--- config.mk ---
export PLATFORM = sky130hd
export DESIGN_NAME = baud_div_ctrl
export DESIGN_NICKNAME = d
export VERILOG_FILES = /design/src/rtl/baud_div_ctrl.sv
export SDC_FILE = /design/constraint.sdc
export NUM_CORES = 1
export LEC_CHECK = 0
export CAP_MARGIN = 40
export CORE_ASPECT_RATIO = 0.6
export CORE_MARGIN = 2
export CORE_UTILIZATION = 50
export DETAILED_ROUTE_END_ITERATION = 12
export PLACE_DENSITY = 0.76
export SLEW_MARGIN = 20
export SYNTH_ARGS = -nofsm -noshare
export SYNTH_HDL_FRONTEND = slang
export SYNTH_SLANG_ARGS = --single-unit
--- constraint.sdc ---
create_clock -name clk -period 2.38 [get_ports clk]
set_input_delay 0.595 -clock clk [delete_from_list [all_inputs] [get_ports clk]]
set_output_delay 0.595 -clock clk [all_outputs]
set_load 0.1 [all_outputs]
--- src/rtl/baud_div_ctrl.sv ---
// Host-side divisor shadow/commit controller for the UART baud generator.
// Optional WAIT_EDGE watchdog compiled in with `define BAUD_DIV_CTRL_TIMEOUT_EN.
module baud_div_ctrl #(
   parameter logic [7:0]  DEF_DLL        = 8'd27,
   parameter logic [3:0]  DEF_DLH        = 4'd0,
   parameter int unsigned SETTLE_CYCLES  = 4,
   parameter logic [15:0] TIMEOUT_CYCLES = 16'd65535
) (
   input  logic       clk,
   input  logic       rst_n,
   input  logic [1:0] addr,
   input  logic       wr_en,
   input  logic       rd_en,
   input  logic [7:0] wdata,
   output logic [7:0] rdata,
   input  logic       br,
   output logic [7:0] dll,
   output logic [3:0] dlh,
   output logic       baud_en,
   output logic       busy
);

   typedef enum logic [1:0] {IDLE, WAIT_EDGE, APPLY, SETTLE} state_t;

   localparam logic [1:0] A_DLL    = 2'd0;
   localparam logic [1:0] A_DLH    = 2'd1;
   localparam logic [1:0] A_CTRL   = 2'd2;
   localparam logic [1:0] A_STATUS = 2'd3;
   localparam logic [7:0] SETTLE_LAST = 8'(SETTLE_CYCLES - 1);

   state_t     state_q, state_d;
   logic [7:0] dll_sh;
   logic [3:0] dlh_sh;
   logic [7:0] settle_cnt;
   logic       br_q, br_rise_q;
   logic       applied_q, overrun_q, div_err_q, timeout_st;

   logic idle, wr_dll, wr_dlh, wr_ctrl, rd_status;
   logic commit_req, div_ok, commit_ok, overrun_set, div_err_set;
   logic tmo_expire, tmo_set;

   assign idle       = (state_q == IDLE);
   assign busy       = ~idle;
   assign wr_dll     = wr_en && (addr == A_DLL);
   assign wr_dlh     = wr_en && (addr == A_DLH);
   assign wr_ctrl    = wr_en && (addr == A_CTRL);
   assign rd_status  = rd_en && (addr == A_STATUS);
   assign commit_req = wr_ctrl && wdata[0];

   // A divisor of 0 or 1 would stall or alias the generator, so refuse it.
   assign div_ok      = ({dlh_sh, dll_sh} >= 12'd2);
   assign commit_ok   = commit_req && idle && div_ok;
   assign div_err_set = commit_req && idle && !div_ok;
   assign overrun_set = ((wr_dll || wr_dlh) && busy) || (commit_req && busy);
   assign tmo_set     = (state_q == WAIT_EDGE) && tmo_expire && !br_rise_q && baud_en;

`ifdef BAUD_DIV_CTRL_TIMEOUT_EN
   logic [15:0] tmo_cnt;
   logic        timeout_q;

   always_ff @(posedge clk or negedge rst_n) begin
      if (!rst_n) begin
         tmo_cnt   <= '0;
         timeout_q <= 1'b0;
      end else begin
         if (state_q != WAIT_EDGE)
            tmo_cnt <= '0;
         else if (tmo_cnt != 16'hFFFF)
            tmo_cnt <= tmo_cnt + 16'd1;

         if (tmo_set)
            timeout_q <= 1'b1;
         else if (rd_status)
            timeout_q <= 1'b0;
      end
   end

   assign tmo_expire = (state_q == WAIT_EDGE) &&
                       (({1'b0, tmo_cnt} + 17'd1) >= {1'b0, TIMEOUT_CYCLES});
   assign timeout_st = timeout_q;
`else
   logic tmo_unused;
   assign tmo_unused = ^{TIMEOUT_CYCLES, tmo_set};
   assign tmo_expire = 1'b0;
   assign timeout_st = 1'b0;
`endif

   // The edge pulse is registered so the FSM reacts one clock after br is sampled high.
   always_ff @(posedge clk or negedge rst_n) begin
      if (!rst_n) begin
         br_q      <= 1'b0;
         br_rise_q <= 1'b0;
      end else begin
         // NOTE: clocked state uses non-blocking assignments so every flop samples pre-edge values.
         br_q      <= br;
         br_rise_q <= br & ~br_q;
      end
   end

   always_ff @(posedge clk or negedge rst_n) begin
      if (!rst_n) state_q <= IDLE;
      else        state_q <= state_d;
   end

   always_comb begin
      // NOTE: default first so every path assigns state_d and no latch is inferred.
      state_d = state_q;
      case (state_q)
         IDLE:      if (commit_ok) state_d = wdata[1] ? WAIT_EDGE : APPLY;
         WAIT_EDGE: if (br_rise_q || !baud_en || tmo_expire) state_d = APPLY;
         APPLY:     state_d = SETTLE;
         SETTLE:    if (settle_cnt == SETTLE_LAST) state_d = IDLE;
         default:   state_d = IDLE;
      endcase
   end

   always_ff @(posedge clk or negedge rst_n) begin
      if (!rst_n) settle_cnt <= '0;
      else if (state_q != SETTLE) settle_cnt <= '0;
      else settle_cnt <= settle_cnt + 8'd1;
   end

   // Shadows, control and the applied divisor; dll/dlh only ever move together in APPLY.
   always_ff @(posedge clk or negedge rst_n) begin
      if (!rst_n) begin
         dll_sh  <= DEF_DLL;
         dlh_sh  <= DEF_DLH;
         dll     <= DEF_DLL;
         dlh     <= DEF_DLH;
         baud_en <= 1'b0;
      end else begin
         if (wr_dll && idle) dll_sh <= wdata;
         if (wr_dlh && idle) dlh_sh <= wdata[3:0];
         if (wr_ctrl)        baud_en <= wdata[1];
         if (state_q == APPLY) begin
            dll <= dll_sh;
            dlh <= dlh_sh;
         end
      end
   end

   // Status: set events take priority over the clear-on-read.
   always_ff @(posedge clk or negedge rst_n) begin
      if (!rst_n) begin
         applied_q <= 1'b0;
         overrun_q <= 1'b0;
         div_err_q <= 1'b0;
      end else begin
         if (state_q == APPLY)        applied_q <= 1'b1;
         else if (commit_req && idle) applied_q <= 1'b0;

         if (overrun_set)    overrun_q <= 1'b1;
         else if (rd_status) overrun_q <= 1'b0;

         if (div_err_set)    div_err_q <= 1'b1;
         else if (rd_status) div_err_q <= 1'b0;
      end
   end

   always_ff @(posedge clk or negedge rst_n) begin
      if (!rst_n) begin
         rdata <= '0;
      end else if (rd_en) begin
         case (addr)
            A_DLL:   rdata <= dll_sh;
            A_DLH:   rdata <= {4'h0, dlh_sh};
            A_CTRL:  rdata <= {6'b0, baud_en, 1'b0};
            default: rdata <= {3'b0, timeout_st, div_err_q, overrun_q, applied_q, busy};
         endcase
      end
   end

endmodule
==> results of run 1 <==
-- registers in the layout, indices dropped and copies added, names as in the netlist --
register	cells
applied_q	1
baud_en	1
br_q	1
br_rise_q	1
div_err_q	1
dlh	4
dlh_sh	4
dll	8
dll_sh	8
overrun_q	1
rdata	8
settle_cnt	8
state_q	2
-- critical path, delay by kind of cell, from the launching register on --
family,cells,cell delay (ps)
fa+ha+maj,1,330
buf+inv,3,580
flops,1,430
-- metal layers --
| metal | wire length (um) | vias up | share of wire (%) | track usage, % |
|---|---|---|---|---|
| met5 | 0 | - | 0 | 0 |
| met2 | 2130 | 43 | 46 | 32.8 |
| met3 | 248 | 8 | 5.4 | 5.04 |
| met1 | 2170 | 732 | 47 | 26.8 |
| met4 | 76 | 0 | 1.6 | 9.95 |
| li1 | - | 692 | - | - |
-- final timing paths --
path | slack, ps | cells past startpoint | end | from
max in group asynchronous | 1610 | 2 | dlh_sh[3] | rst_n
max | 130 | 4 | busy | state_q[0]
max reg2reg | 280 | 6 | dll_sh[2] | state_q[0]
min reg2reg | 400 | 1 | br_rise_q | br_q
min in group clk | 400 | 1 | br_rise_q | br_q
min | 380 | 2 | settle_cnt[0] | rst_n
-- layout by cell type (no fill, tap or decap), types with 2 or more instances in the layout --
cell,n
sky130_fd_sc_hd__dfrtp_1,40
sky130_fd_sc_hd__buf_4,27
sky130_fd_sc_hd__mux2_2,26
sky130_fd_sc_hd__clkdlybuf4s50_1,13
sky130_fd_sc_hd__nand3_1,12
sky130_fd_sc_hd__inv_1,8
sky130_fd_sc_hd__and2_1,8
sky130_fd_sc_hd__dfstp_2,8
sky130_fd_sc_hd__nor2_1,6
sky130_fd_sc_hd__o21ai_0,6
sky130_fd_sc_hd__a21oi_1,5
sky130_fd_sc_hd__nand4_1,5
sky130_fd_sc_hd__ha_1,5
sky130_fd_sc_hd__clkbuf_8,5
sky130_fd_sc_hd__xnor2_1,4
sky130_fd_sc_hd__nand2_1,4
sky130_fd_sc_hd__mux2i_1,3
sky130_fd_sc_hd__and3_2,2
sky130_fd_sc_hd__xor2_1,2
sky130_fd_sc_hd__nor2b_1,2
sky130_fd_sc_hd__a31oi_1,2
sky130_fd_sc_hd__o21a_1,2
sky130_fd_sc_hd__nand3b_1,2
sky130_fd_sc_hd__nor4_1,2
sky130_fd_sc_hd__nand4b_1,2
sky130_fd_sc_hd__clkbuf_1,2
-- cell type report --
class / instances / share of cell area (%)
Clock buffer: 7 / 2.88
Tap cell: 60 / 2.83
Clock inverter: 1 / 0.189
Timing Repair Buffer: 42 / 13.5
Multi-Input combinational cell: 109 / 33.9
Sequential cell: 48 / 45.6
Inverter: 8 / 1.13
-- cells by family (layout without fill, tap and decap cells) --
group                    after synthesis  after routing  share of synthesized area [%]
AO/OA/AOI/OAI                         18             18                           5.83
adder cells (fa/ha/maj)                5              5                           2.89
AND/OR/NAND/NOR                       50             50                           14.4
buffers and inverters                 13             58                           2.66
multiplexers                          30             30                           15.9
flip-flops                            48             48                           55.9
XOR/XNOR                               6              6                           2.42
-- stage by stage --
stage	hold slack, ps	instances	worst slack [ps]
after global routing	422	275	39.7
final	379	275	133
after detailed placement	387	267	118
after CTS	393	275	157
after floorplan	299	170	66.7
after global placement	384	267	237
==> out/results.tsv, run 1 <==
metric	value	unit
# clock sinks	48	
proportion of layout cells with a drive suffix above 1	35.3	%
ordered cell list for the critical path	inv_1 > ha_1 > inv_1 > buf_12	
htree depth	2	
Max Fanout on Critical Path	8	
Global Route Usage Sum	20.5	%
setup clock skew after layout	9.56	ps
area taken by flip-flops and latches	1210	um^2
nature of the critical path endpoint	output pin	
max capacitance violation total	0	
Synth Warn #	0	
number of nets in the layout	234	
clock-pin slew reported for the worst setup and hold paths after clock tree synthesis	80	ps
die area	4890	um^2
TritonCTS clock tree	done	
Hold/Removal Path Class	in2async	
final-report max-slew violation count	0	
Post-CTS Setup Bufs	0	
maximum number of pins on one net before global-route repair	49	
share of synthesized area occupied by flip-flops and latches	55.9	%
quantity of hold-fixing buffers added after cts	0	
most used standard cells in the synthesized netlist	sky130_fd_sc_hd__dfrtp_1 (40), sky130_fd_sc_hd__mux2_2 (26), sky130_fd_sc_hd__nand3_1 (12)	
post-layout minimum cycle time	2250	ps
transition time at the pin with the least slew margin	656	ps
cells taking the most area after synthesis	sky130_fd_sc_hd__dfrtp_1 (46%), sky130_fd_sc_hd__mux2_2 (14%), sky130_fd_sc_hd__dfstp_2 (9.7%)	
effective utilization at floorplan	52.3	%
post-route standard cell area excluding fillers	2650	um^2
synthesized instance count	170	
Std-Cell Rows	18	
remaining antenna violation count	0	
cell type with the largest total area after synthesis	sky130_fd_sc_hd__dfrtp_1	
total negative setup slack	0	ps
width of the die	89.0	um
detailed-route wire length	4.62	mm
data required time of the critical path	1780	ps
fmax	445	MHz
final hold violation count	0	
buffer cell driving the clock tree root	sky130_fd_sc_hd__clkbuf_8	
number of buffers between clock root and the deepest sink	2	
via count of the first global-routing pass	1441	
1st-pass router iterations	4	
# DRC	0	
worst skew pair latency	300	ps
top flip-flop cell by instance count after synthesis	sky130_fd_sc_hd__dfrtp_1	
post-synthesis cell area	2170	um^2
Resized Gates After CTS	0	
final weighted congestion in routability-driven placement	0.871	
Async S/R FF share, synth	100	%
count of routing violations after the opening detailed-route iteration	84	
status	finished clean	
total vias in the final route	1475	
Area growth syn-to-layout	22.5	%
y dimension of the die	55.0	um
sum of overflow across all layers after global routing	0	
core area	4140	um^2
most frequent CP cell	sky130_fd_sc_hd__inv_1	
area of the multi-input gates	898	um^2
Setup violations, final	0	
CP Launch Type	flop	
Worst EP arrival	1650	ps
post-synth top area share	46.2	%
dpl hpwl	3.45	mm
first-pass GRT wire length	7.15	mm
Layout Utilization	64.0	%
most common cell in the synthesized netlist	sky130_fd_sc_hd__dfrtp_1	
Synth Net Count	190	
start-to-end type of the worst setup path	reg2out	
worst slew margin relative to its limit	56.3	%
number of storage elements in the synthesis netlist	48	
final routed wire length divided by cell count	16.8	um
antenna fix cells	0	
placement-stage cell area	2570	um^2
count of unique library cells instantiated by Yosys	34	
largest stage delay on the critical path	430	ps
EDFF count, synth	0	
number of ports placed on the die boundary	37	
antenna violations before repair	0	
Tcrit/Tclk final	94.4	%
worst-path cell with the longest stage delay	sky130_fd_sc_hd__dfrtp_1	
post-synthesis average cell area	12.7	um^2
vias per std cell	5.36	
number of buffers inserted by port buffering	36	
unrepaired setup endpoints after global routing	false	
layout filler cell count	340	
number of buffers created by CTS	5	
Power of run 1 is left out: the tool's default activity adds up to more than one toggle a clock period on the data nets, which glitch-free logic cannot reach.
==> run 2, diff against run 1 <==
Settings changed: CTS_CLUSTER_SIZE from default to 40.
Clock period 2.38 ns to 2.7 ns, I/O delays scaled along.
==> run 2 against run 1 <==
  * Worst hold slack better by 24 ps
  * Clock-buffer cell count unchanged
  * Cell area up 0.85%
  * Register-to-register slack improved by 160 ps
  * Non-clock buffer count down 3
  * Critical path type unchanged
  * Setup slack better by 240 ps
  * Critical path depth did not move
  * Sequential cell count did not move
  * Clock skew fell by 3.5 ps
  * Largest cell class unchanged
==> out/results.tsv, run 2 (same netlist as run 1, synthesis figures left out) <==
metric	value	unit
# DRC	0	
Post-CTS Setup Bufs	0	
Worst Slack Setup Final	370	ps
core area	4140	um^2
Hold/Removal Path Class	reg2reg	
number of ports placed on the die boundary	37	
Setup violations, final	0	
fmax	429	MHz
transition time at the pin with the least slew margin	649	ps
Global Route Usage Sum	21.3	%
vias per std cell	5.52	
Worst EP arrival	1660	ps
worst skew pair latency	300	ps
GRT Max-Usage Layer	met2	
# clock sinks	48	
number of buffers between clock root and the deepest sink	2	
antenna violations before repair	0	
number of buffers created by CTS	5	
total vias in the final route	1501	
TritonCTS clock tree	done	
most common library cell in the layout ignoring fill and taps	sky130_fd_sc_hd__dfrtp_1	
nature of the critical path endpoint	output pin	
Worst Setup Slack post-DPL	278	ps
post-layout minimum cycle time	2330	ps
count of routing violations after the opening detailed-route iteration	118	
proportion of layout cells with a drive suffix above 1	35.4	%
hold depth	1	
dpl hpwl	3.42	mm
effective utilization at floorplan	52.3	%
remaining antenna violation count	0	
Tcrit/Tclk final	86.3	%
maximum number of pins on one net before global-route repair	49	
htree depth	2	
clock-pin slew reported for the worst setup and hold paths after clock tree synthesis	90	ps
via count of the first global-routing pass	1495	
antenna fix cells	0	
CP Launch Type	flop	
Area growth syn-to-layout	23.5	%
FF-to-FF path depth	5	
Std-Cell Rows	18	
start point of the critical path	state_q[0]	
number of nets in the layout	231	
quantity of hold-fixing buffers added after cts	0	
number of buffers inserted by port buffering	36	
max capacitance violation total	0	
worst reg2reg path endpoint	dll_sh[6]	
Max Fanout on Critical Path	8	
final hold violation count	0	
detailed-route wire length	4.63	mm
width of the die	89.0	um
final routed wire length divided by cell count	17.0	um
launching point of the worst reg2reg path	state_q[0]	
y dimension of the die	55.0	um
GRT met2 Usage	33.2	%
final-report max-slew violation count	0	
final weighted congestion in routability-driven placement	0.818	
unrepaired setup endpoints after global routing	false	
data required time of the critical path	2030	ps
Resized Gates After CTS	0	
global-route track usage on met3	7.57	%
worst slew margin relative to its limit	56.7	%
total negative setup slack	0	ps
die area	4890	um^2
start-to-end type of the worst setup path	reg2out	
worst setup slack for register-to-register paths	440	ps
worst setup path endpoint	busy	
setup clock skew after layout	6.06	ps
1st-pass router iterations	4	
buffer cell driving the clock tree root	sky130_fd_sc_hd__clkbuf_8	
first-pass GRT wire length	7.41	mm
most frequent cells in the layout	sky130_fd_sc_hd__dfrtp_1 (40), sky130_fd_sc_hd__mux2_2 (26), sky130_fd_sc_hd__buf_4 (24)	
status	finished clean	
sum of overflow across all layers after global routing	0	
global-route track usage on met1	27.5	%
==> run 2: critical path: stages (launching register included) <==
cell	delay, ps
sky130_fd_sc_hd__dfrtp_1	430
sky130_fd_sc_hd__inv_1	120
sky130_fd_sc_hd__ha_1	340
sky130_fd_sc_hd__inv_1	230
sky130_fd_sc_hd__buf_12	220
==> run 2: layer usage <==
metal	wire length [um]	share of wire, %
met4	67	1.4
met3	320	6.9
met2	2090	45
met1	2150	46
met5	0	0
==> run 2: cell type report <==
type / instances / area, um^2
fillers: 345 / 1470
multi-input cells: 109 / 898
clock inverters: 1 / 30.0
clock buffers: 7 / 96.3
repair buffers: 39 / 335
inverters: 8 / 30.0
flip-flops and latches: 48 / 1210
well taps: 60 / 75.1
==> run 2: stage by stage <==
stage	hold WS [ps]	cell area (um^2)	util, %	instances
after floorplan	378	2170	-	170
after global placement	384	2550	61.5	264
after detailed placement	396	2550	61.5	264
after CTS	409	2680	64.6	272
after global routing	444	2680	64.6	272
final	403	2680	64.6	272
==> run 2: how the worst min path moves through the flow <==
stage | startpoint | end | slack (ps)
after floorplan | rst_n | applied_q | 380
after global placement | br_q | br_rise_q | 380
after detailed placement | br_q | br_rise_q | 400
after CTS | br_q | br_rise_q | 410
after global routing | br_q | br_rise_q | 440
final | br_q | br_rise_q | 400
Power of run 2 is left out for the same reason.
==> run 3, diff against run 2 <==
Settings changed: MAX_ROUTING_LAYER from default to met4.
==> run 3 against run 2 <==
  * First-iteration DRC count decreased by 2.5%
  * Setup slack improved by 5.5 ps
  * Final cell count unchanged
==> out/results.tsv, run 3 (same netlist as run 1, synthesis figures left out) <==
metric	value	unit
number of buffers created by CTS	5	
die area	4890	um^2
worst reg2reg path endpoint	dll_sh[6]	
number of ports placed on the die boundary	37	
Global Route Usage Sum	21.9	%
end point of the worst hold path	br_rise_q	
quantity of hold-fixing buffers added after cts	0	
remaining antenna violation count	0	
final hold violation count	0	
effective utilization at floorplan	52.3	%
hold depth	1	
1st-pass router iterations	4	
maximum number of pins on one net before global-route repair	49	
first-pass GRT wire length	7.42	mm
most common library cell in the layout ignoring fill and taps	sky130_fd_sc_hd__dfrtp_1	
# DRC	0	
vias per std cell	5.49	
number of buffers inserted by port buffering	36	
dpl hpwl	3.42	mm
setup clock skew after layout	5.27	ps
Setup violations, final	0	
transition time at the pin with the least slew margin	651	ps
Worst EP arrival	1650	ps
Post-CTS Setup Bufs	0	
total negative setup slack	0	ps
fmax	430	MHz
antenna fix cells	0	
Area growth syn-to-layout	23.5	%
width of the die	89.0	um
htree depth	2	
detailed-route wire length	4.63	mm
post-layout minimum cycle time	2320	ps
clock-pin slew reported for the worst setup and hold paths after clock tree synthesis	80	ps
# clock sinks	48	
final weighted congestion in routability-driven placement	0.830	
most frequent cells in the layout	sky130_fd_sc_hd__dfrtp_1 (40), sky130_fd_sc_hd__mux2_2 (26), sky130_fd_sc_hd__buf_4 (24)	
worst slew margin relative to its limit	56.6	%
count of routing violations after the opening detailed-route iteration	115	
Max Fanout on Critical Path	8	
sum of overflow across all layers after global routing	0	
number of nets in the layout	231	
launching point of the worst reg2reg path	state_q[0]	
proportion of layout cells with a drive suffix above 1	35.4	%
Std-Cell Rows	18	
via count of the first global-routing pass	1492	
antenna violations before repair	0	
unrepaired setup endpoints after global routing	false	
Tcrit/Tclk final	86.1	%
number of buffers between clock root and the deepest sink	2	
CP Launch Type	flop	
total vias in the final route	1494	
TritonCTS clock tree	done	
Hold/Removal Path Class	reg2reg	
final routed wire length divided by cell count	17.0	um
core area	4140	um^2
data required time of the critical path	2030	ps
Resized Gates After CTS	0	
worst setup slack for register-to-register paths	440	ps
worst skew pair latency	300	ps
nature of the critical path endpoint	output pin	
start-to-end type of the worst setup path	reg2out	
hold path startpoint	br_q	
buffer cell driving the clock tree root	sky130_fd_sc_hd__clkbuf_8	
FF-to-FF path depth	5	
y dimension of the die	55.0	um
max capacitance violation total	0	
status	finished clean	
final-report max-slew violation count	0	
-- run 3: area by class of cell --
type / count / area, um^2
Fill cell: 345 / 1470
Sequential cell: 48 / 1210
Multi-Input combinational cell: 109 / 898
Timing Repair Buffer: 39 / 335
Clock buffer: 7 / 96.3
Tap cell: 60 / 75.1
Clock inverter: 1 / 30.0
Inverter: 8 / 30.0
-- run 3: worst max-delay path: stages, from the launching register on --
cell,delay [ps]
sky130_fd_sc_hd__dfrtp_1,430
sky130_fd_sc_hd__inv_1,120
sky130_fd_sc_hd__ha_1,340
sky130_fd_sc_hd__inv_1,230
sky130_fd_sc_hd__buf_12,220
-- run 3: per-stage QoR --
stage / setup WS (ps) / util [%] / std cells / cell area (um^2) / hold slack (ps)
6_report: 375 / 64.6 / 272 / 2680 / 403
5_1_grt: 271 / 64.6 / 272 / 2680 / 444
4_1_cts: 372 / 64.6 / 272 / 2680 / 409
3_5_place_dp: 278 / 61.5 / 264 / 2550 / 396
3_3_place_gp: 334 / 61.5 / 264 / 2550 / 384
2_1_floorplan: 387 / - / 170 / 2170 / 378
-- run 3: worst max path at each step --
stage / start / to
3_3_place_gp: addr[0] / dll_sh[2]
6_report: state_q[0] / busy
4_1_cts: state_q[0] / busy
3_5_place_dp: addr[0] / dll_sh[6]
2_1_floorplan: state_q[0] / dll_sh[2]
5_1_grt: state_q[0] / busy
-- run 3: routing by layer --
layer / up-vias / share of wire, % / global-route usage, %
met3: 8 / 5.6 / 7.42
met1: 757 / 47 / 27.6
li1: 686 / - / -
met4: 0 / 1.5 / 8.71
met2: 43 / 45 / 33.2
met5: - / 0 / -
Power of run 3 is left out for the same reason.
